## src/rtl/instr_fetch_unit.sv

```systemverilog
// Fetch PC owner: in-order imem requests, DEPTH-entry prefetch buffer, 1-cycle response-to-decode latency.
// Optional macro FETCH_MISALIGN_CHECK_EN adds misalign_fault; otherwise redirect targets are word-aligned.
module instr_fetch_unit #(
  parameter logic [31:0] RESET_PC = 32'h0000_0000,
  parameter int          DEPTH    = 2
) (
  input  logic        clk,
  input  logic        rst,
  input  logic        redirect_en,
  input  logic [31:0] redirect_pc,
  output logic        imem_req,
  output logic [31:0] imem_addr,
  input  logic        imem_gnt,
  input  logic        imem_rvalid,
  input  logic [31:0] imem_rdata,
  output logic        if_valid,
  input  logic        if_ready,
  output logic [31:0] if_instr,
  output logic [31:0] if_pc
`ifdef FETCH_MISALIGN_CHECK_EN
  ,
  output logic        misalign_fault
`endif
);

  localparam int CW = $clog2(DEPTH) + 1;
  localparam int PW = (DEPTH > 1) ? $clog2(DEPTH) : 1;

  logic [31:0]   r_fetch_pc;
  logic [CW-1:0] r_outstanding;
  logic [CW-1:0] r_drop;
  logic [CW-1:0] r_count;
  logic [PW-1:0] r_rd_ptr;
  logic [PW-1:0] r_wr_ptr;
  logic [PW-1:0] r_tag_rd;
  logic [PW-1:0] r_tag_wr;
  logic [31:0]   r_buf_instr [DEPTH];
  logic [31:0]   r_buf_pc    [DEPTH];
  logic [31:0]   r_tag       [DEPTH];

  logic          w_gnt;
  logic          w_resp;
  logic          w_keep;
  logic          w_pop;
  logic          w_fault;
  logic [CW:0]   w_used;
  logic [31:0]   w_target;

`ifdef FETCH_MISALIGN_CHECK_EN
  logic r_fault;
  assign w_fault        = r_fault;
  assign misalign_fault = r_fault;
  assign w_target       = redirect_pc;
`else
  assign w_fault  = 1'b0;
  assign w_target = redirect_pc & 32'hFFFF_FFFC;
`endif

  function automatic logic [PW-1:0] f_inc(input logic [PW-1:0] p);
    return (p == PW'(DEPTH - 1)) ? '0 : p + PW'(1);
  endfunction

  always_comb begin
    w_used    = {1'b0, r_outstanding} + {1'b0, r_count};
    imem_req  = !rst && !redirect_en && !w_fault && (w_used < (CW+1)'(DEPTH));
    imem_addr = r_fetch_pc;
    w_gnt     = imem_req && imem_gnt;
    // Responses with nothing outstanding are spurious and must not disturb any state.
    w_resp    = imem_rvalid && (r_outstanding != '0);
    w_keep    = w_resp && (r_drop == '0);
    if_valid  = (r_count != '0);
    w_pop     = if_valid && if_ready && !redirect_en;
    if_instr  = if_valid ? r_buf_instr[r_rd_ptr] : 32'h0;
    if_pc     = if_valid ? r_buf_pc[r_rd_ptr]    : 32'h0;
  end

  always_ff @(posedge clk) begin
    if (rst) begin
      r_fetch_pc    <= RESET_PC;
      r_outstanding <= '0;
      r_drop        <= '0;
      r_count       <= '0;
      r_rd_ptr      <= '0;
      r_wr_ptr      <= '0;
      r_tag_rd      <= '0;
      r_tag_wr      <= '0;
`ifdef FETCH_MISALIGN_CHECK_EN
      r_fault       <= 1'b0;
`endif
    end else begin
      r_outstanding <= r_outstanding + CW'(w_gnt) - CW'(w_resp);
      if (w_gnt) begin
        r_tag[r_tag_wr] <= r_fetch_pc;
        r_tag_wr        <= f_inc(r_tag_wr);
      end
      if (w_resp) r_tag_rd <= f_inc(r_tag_rd);
      if (redirect_en) begin
        r_fetch_pc <= w_target;
        // Every response still in flight belongs to the old path.
        r_drop     <= r_outstanding - CW'(w_resp) + CW'(w_gnt);
        r_count    <= '0;
        r_rd_ptr   <= '0;
        r_wr_ptr   <= '0;
`ifdef FETCH_MISALIGN_CHECK_EN
        r_fault    <= (redirect_pc[1:0] != 2'b00);
`endif
      end else begin
        if (w_gnt) r_fetch_pc <= r_fetch_pc + 32'd4;
        if (w_resp && (r_drop != '0)) r_drop <= r_drop - CW'(1);
        if (w_keep) begin
          r_buf_instr[r_wr_ptr] <= imem_rdata;
          r_buf_pc[r_wr_ptr]    <= r_tag[r_tag_rd];
          r_wr_ptr              <= f_inc(r_wr_ptr);
        end
        if (w_pop) r_rd_ptr <= f_inc(r_rd_ptr);
        r_count <= r_count + CW'(w_keep) - CW'(w_pop);
      end
    end
  end

endmodule
```

## config.mk

```make
export PLATFORM = sky130hd
export DESIGN_NAME = instr_fetch_unit
export DESIGN_NICKNAME = d
export VERILOG_FILES = /design/src/rtl/instr_fetch_unit.sv
export SDC_FILE = /design/constraint.sdc
export NUM_CORES = 1
export LEC_CHECK = 0
export ABC_CLOCK_PERIOD_IN_PS = 8970
export CAP_MARGIN = 10
export CORE_MARGIN = 2
export CORE_UTILIZATION = 48
export DETAILED_ROUTE_END_ITERATION = 8
export GPL_ROUTABILITY_DRIVEN = 0
export PLACE_DENSITY = 0.74
export SLEW_MARGIN = 20
export SYNTH_ARGS = -nofsm -noshare
export SYNTH_HDL_FRONTEND = slang
export SYNTH_SLANG_ARGS = --single-unit
```

## constraint.sdc

```tcl
create_clock -name clk -period 8.97 [get_ports clk]
set_input_delay 1.794 -clock clk [delete_from_list [all_inputs] [get_ports clk]]
set_output_delay 1.794 -clock clk [all_outputs]
set_load 0.005 [all_outputs]
```

==> After elaboration in Yosys (flattened, before gate mapping) <==
Memory sizes are Yosys's and may differ from the RTL's. A register that Yosys moved wholly into a read port is not among the register bits.
Index checks and enable logic that the tools add are counted.
{ "totals": {"n_memories": 3, "input_bits": 70, "reg_bits": 42, "ramBits": 192} }
{ "mem_list": {"columns": ["memory", "words", "word_bits", "read_ports", "rd_ports_with_merged_regs", "wr", "line", "text"], "rows": [
  ["r_buf_instr", 2, 32, 1, 1, 1, "37", "logic [31:0] r_buf_instr [DEPTH];"],
  ["r_buf_pc", 2, 32, 1, 1, 1, "38", "logic [31:0] r_buf_pc [DEPTH];"],
  ["r_tag", 2, 32, 1, 1, 1, "39", "logic [31:0] r_tag [DEPTH];"]
]} }
{ "classes": {"n_mux": 23, "n_addsub": 13, "magnitude_cmp": 1, "reduce_logical": 17} }
{ "ops": {"columns": ["operator", "n"], "rows": [
  ["32-bit 2-to-1 mux", 4],
  ["32-bit by 3-bit adder with 32-bit output, second input constant", 1],
  ["1-bit 2-to-1 mux", 17],
  ["2-bit nonzero test", 5],
  ["1-bit logical AND", 8],
  ["2-bit by 1-bit adder with 2-bit output", 3],
  ["2-bit by 1-bit subtractor with 2-bit output", 3],
  ["1-bit adder, second input constant", 4],
  ["2-bit 2-to-1 mux", 2],
  ["2-bit by 2-bit adder with 3-bit output", 1],
  ["3-bit by 2-bit less-than comparator with 1-bit output, second input constant", 1],
  ["1-bit logical NOT", 2],
  ["2-bit logical NOT", 1],
  ["2-bit OR reduction", 1],
  ["2-bit by 1-bit subtractor with 2-bit output, second input constant", 1]
]} }

==> Longest topological paths before layout <==
{ "logic_depth": {"word_depth": 7, "mapped_depth": 13, "ltp_nobuf": 12} }

==> Least setup slack after synthesis <==
Ideal clock, no wire load.
{ "synth_path": {"path_type": "input-to-reg", "from": "input port redirect_en", "to": "memory r_buf_instr[0][0] (enable)", "path_stages": 3, "t_arrival_ps": 6477, "path_slack_ps": 1935, "setup_ps": 558, "path_buffers": 1, "cell_sequence": "or2_2 -> clkbuf_1 -> nor3_1"} }
{ "synth_between": {"elab_chain_cells": 3} }
{ "synth_lines": {"columns": ["element", "line", "text"], "rows": [
  ["from (decl)", "9", "input logic redirect_en,"],
  ["1-bit 2-to-1 mux", "97", "if (redirect_en) begin"],
  ["1-bit 2-to-1 mux", "78", "if (rst) begin"],
  ["1-bit 2-to-1 mux (not written as such)", "111", "r_buf_instr[r_wr_ptr] <= imem_rdata;"],
  ["to (decl)", "37", null]
]} }
Every way passes these cells.

==> Worst setup path in the final report <==
{ "layout_path": {"from": "input port redirect_en", "to": "output port imem_req"} }
{ "layout_between": {"elab_chain_cells": 3} }
{ "layout_lines": {"columns": ["element", "line", "text"], "rows": [
  ["1-bit logical NOT", "65", "imem_req = !rst && !redirect_en && !w_fault && (w_used < (CW+1)'(DEPTH));"],
  ["1-bit logical AND (2 in series)", "65", null],
  ["to (decl)", "11", "output logic imem_req,"]
]} }
Every way passes these cells.

==> impl_results.md <==
* Outcome: complete, no violations
* Fin. Hold Viols at 0
* Final Non-Filler Cells at about 1.0k
* Yosys reg bits at about 230
* Clock skew at ~9.5 ps
* N_diodes at 0
* CP peak stage delay at around 810 ps
* Layout cells sized above 1 at 11.2%
* Async SR Flop Fraction at 0%
* Hold depth at 2
* Main synth FF type: edfxtp_1
* First-pass GRT wire length at 29500 um
* FF+latch area at around 6400 um2
* Post-synth EDFFs at between 150 and 200
* Max_cap viols at 0
* Post-layout util at a little over three fifths
* Number of remaining DRC errors at 0
* Setup Total Neg Slack at 0 ps
* Tmin final at between 5000 and 6000 ps
* Most common cell after layout, fill and taps aside: edfxtp_1
* WL/cell at around 18 um
* Initial DRC count at 334
* CTS root buf: clkbuf_16
* Synth Warn # at 0
* Largest net degree at the start of global routing at 63
* # resized after CTS at 0
* ANT nets after route at 0
* Post-CTS Setup Bufs at 0
* Hold slack at between 500 and 600 ps
* P&R area growth vs syn at 29.5%
* Die area at roughly 20000 um2
* H-tree Lvls at 1
* Leakage at approximately 4 nW
* Worst EP arrival at between 3000 and 4000 ps
* Sink Count at roughly 230
* Peak VDD IR at 0.122 mV
* Buffer levels on the longest clock path at 3
* Gr usage total at 18.6%
* Inst Count DP at 1007
* Final WL at 18600 um
* Synth Area per Inst at about 14 um2
* Final nets at a little under 900
* Drt pass-1 iters at 5
* Final Max Tran Viols at 0
* Die W at 142 um
* Yosys top cell by area: edfxtp_1
* Power Total at approximately 2.5 mW
* P per Cell Area at around 210 nW/um2
* Initial antenna violation count at 0
* CP Capture Type: primary output
* Slew headroom at a little over a third
* Setup crit start kind: input port
* Vias in the first global route at around 5.7k
* Max frequency at around 170 MHz
* DIE HEIGHT at approximately 140 um
* TritonCTS clock tree: built
* Port bufs at 161
* Top cell by count, worst path: clkdlybuf4s50_1
* Fin crit share at 64.1%
* Most frequent cells in the layout: edfxtp_1, clkdlybuf4s50_1, nor2_1
* Via count at 5627
* Setup violators final at 0
* Area occupied by multi-input gates at around 2600 um2
* Global route overflow at 0
* Seq/Total Area, Yosys at roughly 70%
* Synth Instances at around 640
* RSZ-0062 raised after global routing: false
* CTS clk-pin slew, worst paths at about 60 ps
* Crit-path cells: clkdlybuf4s50_1 -> or2_2 -> nor3_1 -> clkdlybuf4s50_1
* Critical path's slowest cell: clkdlybuf4s50_1
* Core Rows at 50
* Largest cells by area after synthesis: edfxtp_1, dfxtp_1, mux2i_1, nor2_1, mux2_2
* # hold bufs at CTS at 0
* Max FO, Critical Path at 20
* Netlist cell types at between 40 and 50
* FILL cells at around 1.4k
* Required time worst endpoint at ~7200 ps
* Post-DP HPWL at between 10000 and 15000 um
* Via/cell ratio at ~5.4
* WS Path Type: in2out
* Clock latency on the worst-skew pair at just under 500 ps
* Core area at about 19000 um2
* R2R depth at 13
* IO Pins at ~170
* Hold Path Class: reg2reg
* Synth top area share at between 60% and 70%
* Least-Margin Pin Slew at approximately 950 ps
* Synthesized area at approximately 9000 um2
* Cts bufs inserted at 23
* Initial Util at between 40 and 50%
[final timing paths]
check                         from                endpoint  slack (ps)
min          r_rd_ptr$_SDFFE_PP0P_                    flop         510
min reg2reg  r_rd_ptr$_SDFFE_PP0P_                    flop         510
max reg2reg  r_count[0]$_SDFF_PP0_  r_drop[1]$_SDFFE_PP0P_        5780
max                    redirect_en                imem_req        3220
[state kept, by name, indices dropped and copies added, names as in the netlist, 2 cells and up, named ones only]
name           count
r_buf_instr       64
r_buf_pc          60
r_tag             60
r_count            2
r_drop             2
imem_addr         30
r_outstanding      2
[per-stage QoR]
stage / setup WS (ps) / cell area [um2]
2_1_floorplan: 1930 / 9110
3_3_place_gp: 3270 / 11000
3_5_place_dp: 3250 / 11000
4_1_cts: 3240 / 11800
5_1_grt: 3130 / 11800
6_report: 3220 / 11800
[critical path, delay by kind of cell]
family	cells	cell delay (ps)
AND/OR/NAND/NOR	2	790
buffers and inverters	2	1360
[per-layer routing]
metal	track usage (%)	up-vias	wire, um
met3	3.95	25	1440
met5	0	-	0
li1	-	2665	-
met4	4.89	0	299
met1	24.7	2707	7960
met2	31.4	230	8880
[power by group]
part,internal [mW],switching (mW),leakage [nW],total [mW]
sequential,1.20,0.0338,2.02,1.23
clock,0.606,0.375,0.398,0.980
combinational,0.157,0.147,1.50,0.304
total,1.96,0.555,3.91,2.51
[layout make-up]
class,instances,area share (%)
well taps,234,2.48
clock inverters,9,0.860
repair buffers,171,14.5
inverters,7,0.223
multi-input cells,370,21.9
flip-flops and latches,226,54.1
clock buffers,32,5.97
[synthesized netlist by cell type (13+ instances only)]
library cell / n
edfxtp_1: 184
nor2_1: 98
mux2i_1: 65
dfxtp_1: 42
mux2_2: 32
nand2_1: 25
clkbuf_1: 20
xor2_1: 20
a21oi_1: 14
and3_1: 13
nand4_1: 13
[logic make-up after synthesis]
group                    count (synthesis)  synth area share [%]
flip-flops                             226                  69.9
AO/OA/AOI/OAI                           40                  2.96
multiplexers                            97                  11.1
AND/OR/NAND/NOR                        190                  9.83
adder cells (fa/ha/maj)                  7                  1.04
buffers and inverters                   42                  1.99
other                                    1                0.0412
XOR/XNOR                                32                  3.08
No activity file was read; power rests on OpenSTA's default activity.
